**src/rtl/pipe_hazard_ctrl_pkg.sv**
```systemverilog
// Shared definitions for the pipeline hazard/flush controller.
// Stall-bus width, stage indices, stage-to-mask helper, FSM state type.
package pipe_hazard_ctrl_pkg;

    localparam int STALL_BUS_W = 6;

    localparam int STG_PC  = 0;
    localparam int STG_IF  = 1;
    localparam int STG_ID  = 2;
    localparam int STG_EX  = 3;
    localparam int STG_MEM = 4;
    localparam int STG_WB  = 5;

    typedef enum logic {
        TS_IDLE = 1'b0,
        TS_BUSY = 1'b1
    } tstate_e;

    // Freezing stage k freezes every stage upstream of it as well.
    function automatic logic [31:0] stage_mask(input int k);
        logic [32:0] w_m;
        w_m = (33'd1 << (k + 1)) - 33'd1;
        return w_m[31:0];
    endfunction

endpackage

```
**src/rtl/pipe_hazard_ctrl_tstall.sv**
```systemverilog
// Timed multi-cycle stall: IDLE/BUSY FSM with a down-counter.
// o_active covers the start cycle combinationally and every BUSY cycle.
module tstall_counter
    import pipe_hazard_ctrl_pkg::*;
#(
    parameter int CNT_W = 6
) (
    input  logic             clk,
    input  logic             rst,
    input  logic             i_start,
    input  logic [CNT_W-1:0] i_len,
    input  logic             i_flush,
    output logic             o_busy,
    output logic             o_active
);

    tstate_e          r_state;
    logic [CNT_W-1:0] r_cnt;
    logic             w_go;

    assign w_go     = (r_state == TS_IDLE) && i_start && (i_len != '0);
    assign o_busy   = (r_state == TS_BUSY);
    assign o_active = o_busy || w_go;

    always_ff @(posedge clk or negedge rst) begin
        if (!rst) begin
            r_state <= TS_IDLE;
            r_cnt   <= '0;
        end else if (i_flush) begin
            r_state <= TS_IDLE;
            r_cnt   <= '0;
        end else begin
            unique case (r_state)
                TS_IDLE: begin
                    if (w_go) begin
                        r_cnt <= i_len - CNT_W'(1);
                        if (i_len > CNT_W'(1)) r_state <= TS_BUSY;
                    end
                end
                TS_BUSY: begin
                    if (r_cnt <= CNT_W'(1)) begin
                        r_state <= TS_IDLE;
                        r_cnt   <= '0;
                    end else begin
                        r_cnt <= r_cnt - CNT_W'(1);
                    end
                end
                default: r_state <= TS_IDLE;
            endcase
        end
    end

endmodule

```
**src/rtl/pipe_hazard_ctrl.sv**
```systemverilog
// Pipeline hazard/flush controller: merges stall requests, timed stalls,
// registered flush with redirect PC, stall watchdog and perf counter.
module pipe_hazard_ctrl
    import pipe_hazard_ctrl_pkg::*;
#(
    parameter int               STAGES       = STALL_BUS_W,
    parameter int               NREQ         = 2,
    parameter logic [NREQ*8-1:0] REQ_STAGE   = {8'd3, 8'd2},
    parameter int               TSTALL_STAGE = 3,
    parameter int               CNT_W        = 6,
    parameter int               WDOG_LIMIT   = 1024
) (
    input  logic              clk,
    input  logic              rst,
    input  logic [NREQ-1:0]   stall_req,
    input  logic              tstall_start,
    input  logic [CNT_W-1:0]  tstall_len,
    output logic              tstall_busy,
    input  logic              flush_req,
    input  logic [31:0]       flush_pc,
    output logic              flush,
    output logic [31:0]       new_pc,
    output logic [STAGES-1:0] stall,
    output logic              stall_timeout,
    output logic [31:0]       stall_cycles
);

    logic        r_flush;
    logic [31:0] r_pc;
    logic [31:0] r_cycles;
    logic        w_ts_active;
    logic [31:0] w_mask;
    logic        w_stall_any;

    tstall_counter #(
        .CNT_W(CNT_W)
    ) u_tstall (
        .clk     (clk),
        .rst     (rst),
        .i_start (tstall_start),
        .i_len   (tstall_len),
        .i_flush (r_flush),
        .o_busy  (tstall_busy),
        .o_active(w_ts_active)
    );

    always_comb begin
        w_mask = '0;
        for (int i = 0; i < NREQ; i++) begin
            if (stall_req[i]) w_mask = w_mask | stage_mask(int'(REQ_STAGE[i*8 +: 8]));
        end
        if (w_ts_active) w_mask = w_mask | stage_mask(TSTALL_STAGE);
    end

    // Flush beats any stall; reset forces the bus quiet.
    assign stall       = (rst && !r_flush) ? w_mask[STAGES-1:0] : '0;
    assign w_stall_any = (stall != '0);

    assign flush        = r_flush;
    assign new_pc       = r_pc;
    assign stall_cycles = r_cycles;

    always_ff @(posedge clk or negedge rst) begin
        if (!rst) begin
            r_flush <= 1'b0;
            r_pc    <= '0;
        end else begin
            r_flush <= flush_req;
            if (flush_req) r_pc <= flush_pc;
        end
    end

    always_ff @(posedge clk or negedge rst) begin
        if (!rst) begin
            r_cycles <= '0;
        end else if (stall[0] && (r_cycles != 32'hFFFF_FFFF)) begin
            r_cycles <= r_cycles + 32'd1;
        end
    end

    generate
        if (WDOG_LIMIT == 0) begin : g_no_wdog
            assign stall_timeout = 1'b0;
        end else begin : g_wdog
            localparam int WD_W = $clog2(WDOG_LIMIT + 1);
            localparam logic [WD_W-1:0] LIM = WD_W'(WDOG_LIMIT);
            logic [WD_W-1:0] r_wd;
            logic            r_to;

            assign stall_timeout = r_to;

            always_ff @(posedge clk or negedge rst) begin
                if (!rst) begin
                    r_wd <= '0;
                    r_to <= 1'b0;
                end else if (w_stall_any) begin
                    if (r_wd != LIM) r_wd <= r_wd + WD_W'(1);
                    if (r_wd >= LIM - WD_W'(1)) r_to <= 1'b1;
                end else begin
                    r_wd <= '0;
                end
            end
        end
    endgenerate

endmodule

```
**config.mk**
```make
export PLATFORM = sky130hd
export DESIGN_NAME = pipe_hazard_ctrl
export DESIGN_NICKNAME = d
export VERILOG_FILES = /design/src/rtl/pipe_hazard_ctrl_pkg.sv /design/src/rtl/pipe_hazard_ctrl_tstall.sv /design/src/rtl/pipe_hazard_ctrl.sv
export SDC_FILE = /design/constraint.sdc
export NUM_CORES = 1
export LEC_CHECK = 0
export BUFFER_PORTS_ARGS = -buffer_cell sky130_fd_sc_hd__buf_2
export CORE_MARGIN = 3
export CORE_UTILIZATION = 40
export DETAILED_ROUTE_END_ITERATION = 8
export SYNTH_ARGS = -nofsm -noshare
export SYNTH_HDL_FRONTEND = slang
export SYNTH_SLANG_ARGS = --single-unit
```
**constraint.sdc**
```tcl
create_clock -name clk -period 4.8 [get_ports clk]
set_clock_uncertainty 0.05 [all_clocks]
set_input_delay 0.48 -clock clk [delete_from_list [all_inputs] [get_ports clk]]
set_output_delay 0.48 -clock clk [all_outputs]
set_load 0.005 [all_outputs]
```
==> results of run 1 <==
## worst max path at each step
stage | slack, ns | cells past startpoint | startpoint | end
final | 1.88 | 4 | u_tstall.o_busy | stall[0]
after global routing | 1.72 | 4 | u_tstall.o_busy | stall[2]
after CTS | 1.82 | 5 | u_tstall.o_busy | stall_cycles[12]
after detailed placement | 1.64 | 7 | tstall_len[0] | stall_cycles[1]
after global placement | 1.70 | 7 | tstall_len[0] | stall_cycles[1]
after floorplan | 2.41 | 8 | tstall_len[0] | stall_cycles[20]
## synth_stat cells, types with 2 or more instances
| cell type | count | share of area [%] |
|---|---|---|
| inv_1 | 12 | 1.1 |
| nand3_1 | 20 | 2.5 |
| ha_1 | 8 | 2.5 |
| buf_4 | 5 | 0.94 |
| clkbuf_1 | 4 | 0.38 |
| nor3b_1 | 2 | 0.38 |
| and3_1 | 5 | 0.78 |
| nand2_1 | 19 | 1.8 |
| and4_1 | 2 | 0.44 |
| o22a_1 | 2 | 0.44 |
| or3_1 | 3 | 0.47 |
| nand2b_1 | 3 | 0.47 |
| mux2_2 | 35 | 9.9 |
| xnor2_1 | 27 | 5.9 |
| a31oi_1 | 3 | 0.47 |
| o21ai_0 | 11 | 1.4 |
| nand4_1 | 12 | 1.9 |
| buf_1 | 3 | 0.28 |
| nor4_1 | 3 | 0.47 |
| nor2b_1 | 2 | 0.31 |
| xor2_1 | 15 | 3.3 |
| dfrtp_1 | 84 | 53 |
| and2_1 | 3 | 0.47 |
| nor2_1 | 30 | 2.8 |
| a211o_1 | 2 | 0.44 |
| nor3_1 | 10 | 1.3 |
| nand3b_1 | 2 | 0.38 |
| a21oi_1 | 7 | 0.88 |
| or4b_1 | 2 | 0.50 |
| nor4b_1 | 3 | 0.66 |
## cells by family (layout without fill, tap and decap cells)
kind of cell               count (synthesis)  in the layout  synth area share [%]
AOI/OAI and AO/OA                         32             32                 5.102
xor gates and xnor gates                  42             42                 9.202
adders and majority gates                  8              8                 2.504
buffers and inverters                     25            143                 2.848
DFF                                       84             84                 52.58
muxes                                     36             36                 10.11
other                                      1              2               0.09381
and+or+nand+nor                          128            128                 17.56
## critical path, stage by stage (launching register included)
cell and delay (ns):
dfrtp_1 0.59, nor4_1 0.39, a311o_1 0.55, inv_1 0.30, buf_2 0.21
## routing by layer
metal / GRT usage [%] / vias up / share of wire (%)
li1: - / 1474 / -
met1: 21.07 / 1468 / 46
met2: 25.46 / 74 / 48
met3: 4.129 / 9 / 5.1
met4: 4.163 / 0 / 1.2
met5: 0 / - / 0
## metrics by stage
stage	setup WS (ns)	cell area, um^2	cells
floorplan	2.412	4001	357
global placement	1.702	4674	588
detailed placement	1.637	4674	588
CTS	1.820	4856	604
global route	1.716	4862	604
finish	1.885	4862	604
## power by group
part           leakage (uW)  switching, uW  internal (uW)
Clock             0.0000886            276            196
Combinational       0.00115            121            127
Sequential          0.00108           59.2            766
## sequential cells by signal (all words and copies together), names as in the netlist
name / cells
g_wdog.r_wd: 11
new_pc: 32
u_tstall.o_busy: 1
u_tstall.r_cnt: 6
stall_cycles: 32
stall_timeout: 1
flush: 1
## area by class of cell
cell class	count	area, um^2	share of cell area (%)
flip-flops and latches	84	2102	43.23
multi-input cells	248	1792	36.85
repair buffers	115	580.6	11.94
well taps	129	161.4	3.320
clock buffers	9	123.9	2.548
clock inverters	7	57.56	1.184
inverters	12	45.04	0.9264
==> impl_metrics.tcl, run 1 <==
set metrics [dict create \
    outcome "finished clean" \
    relSlewSlack_pct 46.71 \
    grt_pass1_wl_um 14300 \
    drive_above_1_share_pct 36.21 \
    area.growth.synth_to_final_pct 21.63 \
    vias_per_cell 5.008 \
    syn_area_um2 3998 \
    r2r_cells 6 \
    synth_cells 356 \
    worst_pin_slew_ns 0.7956 \
    crit_required_ns 4.27 \
    clk_latency_ns 0.36 \
    post-route-util_pct 51.40 \
    drc 0 \
    first_global_vias 2880 \
    num_rows 35 \
    p_per_area_nw_per_um2 318.0 \
    cp_max_fo 19 \
    synthFlopType "dfrtp_1" \
    hold_viol 0 \
    finalPower_uw 1546 \
    ant_nets 0 \
    synth_seq_cells 84 \
    r2r_slack_ns 2.13 \
    power.leakage_uw 0.002318 \
    drt-wirelength-per-cell_um 14.11 \
    max_cap_violations 0 \
    yosysWarnings 0 \
    mostFrequentLayoutCells "buf_2, dfrtp_1, mux2_2" \
    finalSetupViolations 0 \
    cp-start-kind "register" \
    path_clk_slew_ns 0.10 \
    async_flop_share_pct 100.0 \
    syn_avg_cell_area_um2 11.23 \
    num_antenna_cells 0 \
    layout.filler_cells 917 \
    hold_buffers 0 \
    fmax_ghz 0.3430 \
    worstReg2RegEnd "stall_cycles[20]" \
    portBuffers 114 \
    layout_commonest_cell "buf_2" \
    min_period_ns 2.915 \
    cts_tree "done" \
    die_w_um 106.0 \
    first_pass_iters 5 \
    hpwlAfterDp_um 6241 \
    coreArea_um2 9459 \
    grt_max_degree 53 \
    hp-class "input port to asynchronous set/reset pin" \
    root_buffer "clkbuf_8" \
    crit_arrival_ns 2.39 \
    grt_usage_pct 15.73 \
    drt_iter0_drc 94 \
    cts_buffers 9 \
    synth-edff-count 0 \
    finalWirelength_um 8525 \
    nets 522 \
    regToRegStartpoint "u_tstall.o_busy" \
    clk_path_buf_depth 2 \
    pin_count 117 \
    end_kind "output port" \
    h-tree-depth 3 \
    fin_tns_setup_ns 0 \
    ys_types 47 \
    crit_type "register to output port" \
    cts_sinks 84 \
    grt-ovfl-total 0 \
    ir_drop_mv 0.2012 \
    num_vias 3025 \
    rsz0062_at_grt "false" \
    cts_setup_buffers 0 \
    start_util_pct 42.26 \
    seq_area_frac_synth_pct 52.58 \
    fp.dieArea_um2 11230 \
    ctsResizeCount 0 \
    finalCritPeriodShare_pct 60.74 \
    slew_viol_final 0 \
    globalplace.congestion 0.8618 \
    die_h_um 106.0 \
    antenna_found_initial 0 \
    worst_hold_slack_ns 0.006725 \
]
No activity file was read; power rests on OpenSTA's default activity.
==> run 2, diff against run 1 <==
--- a/config.mk
+++ b/config.mk
@@ -9,6 +9,7 @@
 export CORE_MARGIN = 3
 export CORE_UTILIZATION = 40
 export DETAILED_ROUTE_END_ITERATION = 8
+export PLACE_DENSITY = 0.67
 export SYNTH_ARGS = -nofsm -noshare
 export SYNTH_HDL_FRONTEND = slang
 export SYNTH_SLANG_ARGS = --single-unit
==> constraint.sdc (replaced) <==
create_clock -name clk -period 2.46 [get_ports clk]
set_clock_uncertainty 0.05 [all_clocks]
set_input_delay 0.246 -clock clk [delete_from_list [all_inputs] [get_ports clk]]
set_output_delay 0.246 -clock clk [all_outputs]
set_load 0.005 [all_outputs]
==> impl_metrics.tcl, run 2 (synthesized netlist as in run 1, its figures left out) <==
set metrics [dict create \
    rsz0062_at_grt "false" \
    finalCritPeriodShare_pct 87.12 \
    grt_max_degree 46 \
    cts_setup_buffers 0 \
    cp_cell_sequence "nand4_2 > or4b_1 > nor2_2 > nand2_1 > mux2_2" \
    crit_required_ns 2.65 \
    outcome "finished clean" \
    relSlewSlack_pct 51.80 \
    first_pass_iters 4 \
    hpwlAfterDp_um 6373 \
    cts_buffers 9 \
    cts_sinks 84 \
    post-route-util_pct 52.86 \
    pin_count 117 \
    cts_tree "done" \
    drt-wirelength-per-cell_um 14.24 \
    slew_viol_final 0 \
    ir_drop_mv 0.3084 \
    globalplace.congestion 0.8115 \
    finalWirelength_um 8755 \
    coreArea_um2 9459 \
    critPathMaxStageDelay_ns 0.61 \
    cp_max_fo 9 \
    crit_path_start "stall_cycles[3]" \
    area.growth.synth_to_final_pct 25.07 \
    start_util_pct 42.26 \
    drive_above_1_share_pct 37.04 \
    path_clk_slew_ns 0.09 \
    antenna_found_initial 0 \
    clk_path_buf_depth 2 \
    num_antenna_cells 0 \
    mostFrequentLayoutCells "buf_2, dfrtp_1, mux2_2" \
    h-tree-depth 3 \
    end_kind "register" \
    num_vias 3101 \
    p_per_area_nw_per_um2 660.9 \
    grt_pass1_wl_um 15050 \
    layout_commonest_cell "buf_2" \
    ctsResizeCount 0 \
    finalSetupViolations 0 \
    min_period_ns 2.143 \
    drc 0 \
    crit_arrival_ns 2.33 \
    fp.dieArea_um2 11230 \
    first_global_vias 3129 \
    hold_viol 0 \
    hp-class "input port to register" \
    crit_slowest_cell "or4b_1" \
    root_buffer "clkbuf_8" \
    vias_per_cell 5.042 \
    ant_nets 0 \
    fmax_ghz 0.4666 \
    worstHoldStart "flush_pc[7]" \
    cp-start-kind "register" \
    grt_usage_pct 16.60 \
    nets 533 \
    crit_type "register to register" \
    grt-ovfl-total 0 \
    num_rows 35 \
    clk_latency_ns 0.36 \
    drt_iter0_drc 144 \
    hold_buffers 1 \
    regToRegStartpoint "stall_cycles[3]" \
    die_w_um 106.0 \
    max_cap_violations 0 \
    worst_pin_slew_ns 0.7230 \
    portBuffers 114 \
    fin_tns_setup_ns 0 \
    power.leakage_uw 0.002404 \
    die_h_um 106.0 \
]
==> run 2: worst max-delay path, delay by kind of cell, from the launching register on <==
| kind | cells | cell delay, ns |
|---|---|---|
| and+or+nand+nor | 4 | 1.25 |
| DFF | 1 | 0.44 |
| muxes | 1 | 0.28 |
==> run 2: power by group <==
group	total, uW	leakage [uW]	switching [uW]	internal, uW
clock	1180	0.000120	507	677
sequential	1600	0.00108	104	1500
combinational	521	0.00120	255	266
==> run 2: path summary, 6_finish.rpt <==
path                                     to  slack [ns]  depth (start not counted)
max in group asynchronous    g_wdog.r_wd[4]        0.90                          4
min in group asynchronous  stall_cycles[30]        0.46                          3
hold reg to reg            stall_cycles[31]        0.44                          1
hold / removal                    new_pc[7]        0.06                          2
setup reg to reg           stall_cycles[17]        0.32                          5
setup / recovery           stall_cycles[17]        0.32                          5
==> run 2: per-stage QoR <==
stage	instances	power, uW	setup slack [ns]	cell area, um^2	hold WS [ns]
after floorplan	357	1899	0.3062	4001	-0.09959
after global placement	598	2136	0.2215	4750	0.3269
after detailed placement	598	2152	0.1717	4750	0.3295
after CTS	615	3346	0.3290	5000	0.04221
after global routing	615	3482	0.1396	5000	0.05083
final	615	3304	0.3168	5000	0.06356
==> run 2: cell type report <==
type                            count  area, um^2
Timing Repair Buffer              126       665.6
Clock inverter                      6       112.6
Inverter                           12       45.04
Tap cell                          129       161.4
Clock buffer                       10       127.6
Fill cell                         865        4459
Sequential cell                    84        2102
Multi-Input combinational cell    248        1785
==> run 2: layer usage <==
| metal | wire (um) | vias up | track usage, % |
|---|---|---|---|
| li1 | - | 1499 | - |
| met3 | 408 | 9 | 3.522 |
| met2 | 4272 | 80 | 27.23 |
| met1 | 3964 | 1513 | 21.57 |
| met4 | 108 | 0 | 6.568 |
| met5 | 0 | - | 0 |
==> run 3, diff against run 2 <==
==> constraint.sdc (replaced) <==
create_clock -name clk -period 2.46 [get_ports clk]
set_clock_uncertainty 0.05 [all_clocks]
set_input_delay 0.369 -clock clk [delete_from_list [all_inputs] [get_ports clk]]
set_output_delay 0.369 -clock clk [all_outputs]
set_load 0.005 [all_outputs]
==> impl_metrics.tcl, run 3 (synthesized netlist as in run 1, its figures left out) <==
set metrics [dict create \
    outcome "finished clean" \
    fp.dieArea_um2 11230 \
    grt_usage_pct 16.19 \
    power.leakage_uw 0.002380 \
    globalplace.congestion 0.8870 \
    layout_commonest_cell "buf_2" \
    die_h_um 106.0 \
    ir_drop_mv 0.2748 \
    crit_required_ns 2.64 \
    clk_latency_ns 0.35 \
    clk_path_buf_depth 2 \
    cts_tree "done" \
    ctsResizeCount 0 \
    area.growth.synth_to_final_pct 24.16 \
    worst_pin_slew_ns 0.7071 \
    slew_viol_final 0 \
    mostFrequentLayoutCells "buf_2, dfrtp_1, mux2_2" \
    grt-ovfl-total 0 \
    nets 533 \
    hold_viol 0 \
    min_period_ns 2.175 \
    layout.filler_cells 903 \
    crit_arrival_ns 2.36 \
    first_pass_iters 4 \
    num_antenna_cells 0 \
    cp-start-kind "register" \
    h-tree-depth 3 \
    cts_setup_buffers 0 \
    coreArea_um2 9459 \
    cp_max_fo 9 \
    fmax_ghz 0.4597 \
    relSlewSlack_pct 52.86 \
    p_per_area_nw_per_um2 640.5 \
    grt_max_degree 49 \
    rsz0062_at_grt "false" \
    grt_pass1_wl_um 14970 \
    fin_cells 614 \
    ant_nets 0 \
    drt_iter0_drc 105 \
    num_vias 3098 \
    hold_buffers 0 \
    post-place-cells 599 \
    max_cap_violations 0 \
    die_w_um 106.0 \
    finalSetupViolations 0 \
    portBuffers 114 \
    path_clk_slew_ns 0.09 \
    drive_above_1_share_pct 36.91 \
    drt-wirelength-per-cell_um 14.11 \
    cts_buffers 9 \
    crit_type "register to register" \
    start_util_pct 42.26 \
    hp-class "input port to asynchronous set/reset pin" \
    finalCritPeriodShare_pct 88.43 \
    num_rows 35 \
    cts_sinks 84 \
    pin_count 117 \
    antenna_found_initial 0 \
    drc 0 \
    root_buffer "clkbuf_8" \
    fin_tns_setup_ns 0 \
    end_kind "register" \
    vias_per_cell 5.046 \
    first_global_vias 3168 \
    finalWirelength_um 8664 \
    hpwlAfterDp_um 6354 \
]
[run 3: cell types whose count changed in the layout (fill, tap and decap cells not counted), sizes merged]
cell         before  now
buf             125  126
clkinv            3    0
bufinv            3    2
clkinvlp          0    2
clkbuf           10   11
dlygate4sd3       1    0
[run 3: layout make-up]
type / count / area (um^2) / share of cell area, %
inverters: 12 / 45.04 / 0.9075
flip-flops and latches: 84 / 2102 / 42.35
clock inverters: 4 / 75.07 / 1.512
multi-input cells: 248 / 1785 / 35.97
well taps: 129 / 161.4 / 3.252
repair buffers: 126 / 663.1 / 13.36
clock buffers: 11 / 131.4 / 2.647
[run 3: report_power, final]
part	total, uW	leakage [uW]	switching, uW	internal (uW)
Combinational	515	0.00120	251	264
Clock	1060	0.0000956	491	568
Sequential	1600	0.00108	110	1500
[run 3: per-stage QoR]
step / power, uW / hold slack [ns] / setup slack [ns] / util, % / area, um^2
6_report: 3179 / 0.01679 / 0.2847 / 52.47 / 4964
3_5_place_dp: 2156 / 0.4241 / 0.04205 / 50.29 / 4757
2_1_floorplan: 1899 / 0.02341 / 0.1832 / - / 4001
5_1_grt: 3358 / 0.04754 / 0.1570 / 52.47 / 4964
4_1_cts: 3225 / 0.04784 / 0.2860 / 52.47 / 4964
3_3_place_gp: 2136 / 0.4254 / 0.1145 / 50.29 / 4757
[run 3: critical path: stages, from the launching register on]
cell	delay [ns]
dfrtp_1	0.48
nand4_2	0.20
or4b_1	0.64
nor2_2	0.32
nand2_1	0.11
mux2_2	0.27
[run 3: final timing paths]
| check | slack [ns] | start | endpoint | cells past startpoint |
|---|---|---|---|---|
| max | 0.28 | stall_cycles[3] | stall_cycles[17] | 5 |
| min | 0.02 | rst | stall_cycles[23] | 2 |
| max reg2reg | 0.28 | stall_cycles[3] | stall_cycles[17] | 5 |
| min reg2reg | 0.44 | stall_timeout | stall_timeout | 1 |
| max in group asynchronous | 1.32 | rst | stall_cycles[0] | 3 |
| min in group clk | 0.19 | flush_pc[19] | new_pc[19] | 2 |
[run 3: layer usage]
layer  wire, um  global-route usage (%)
met1       3880                   20.91
met2       4221                   26.73
met3        420                   3.339
met4        142                   6.383
met5          0                       0
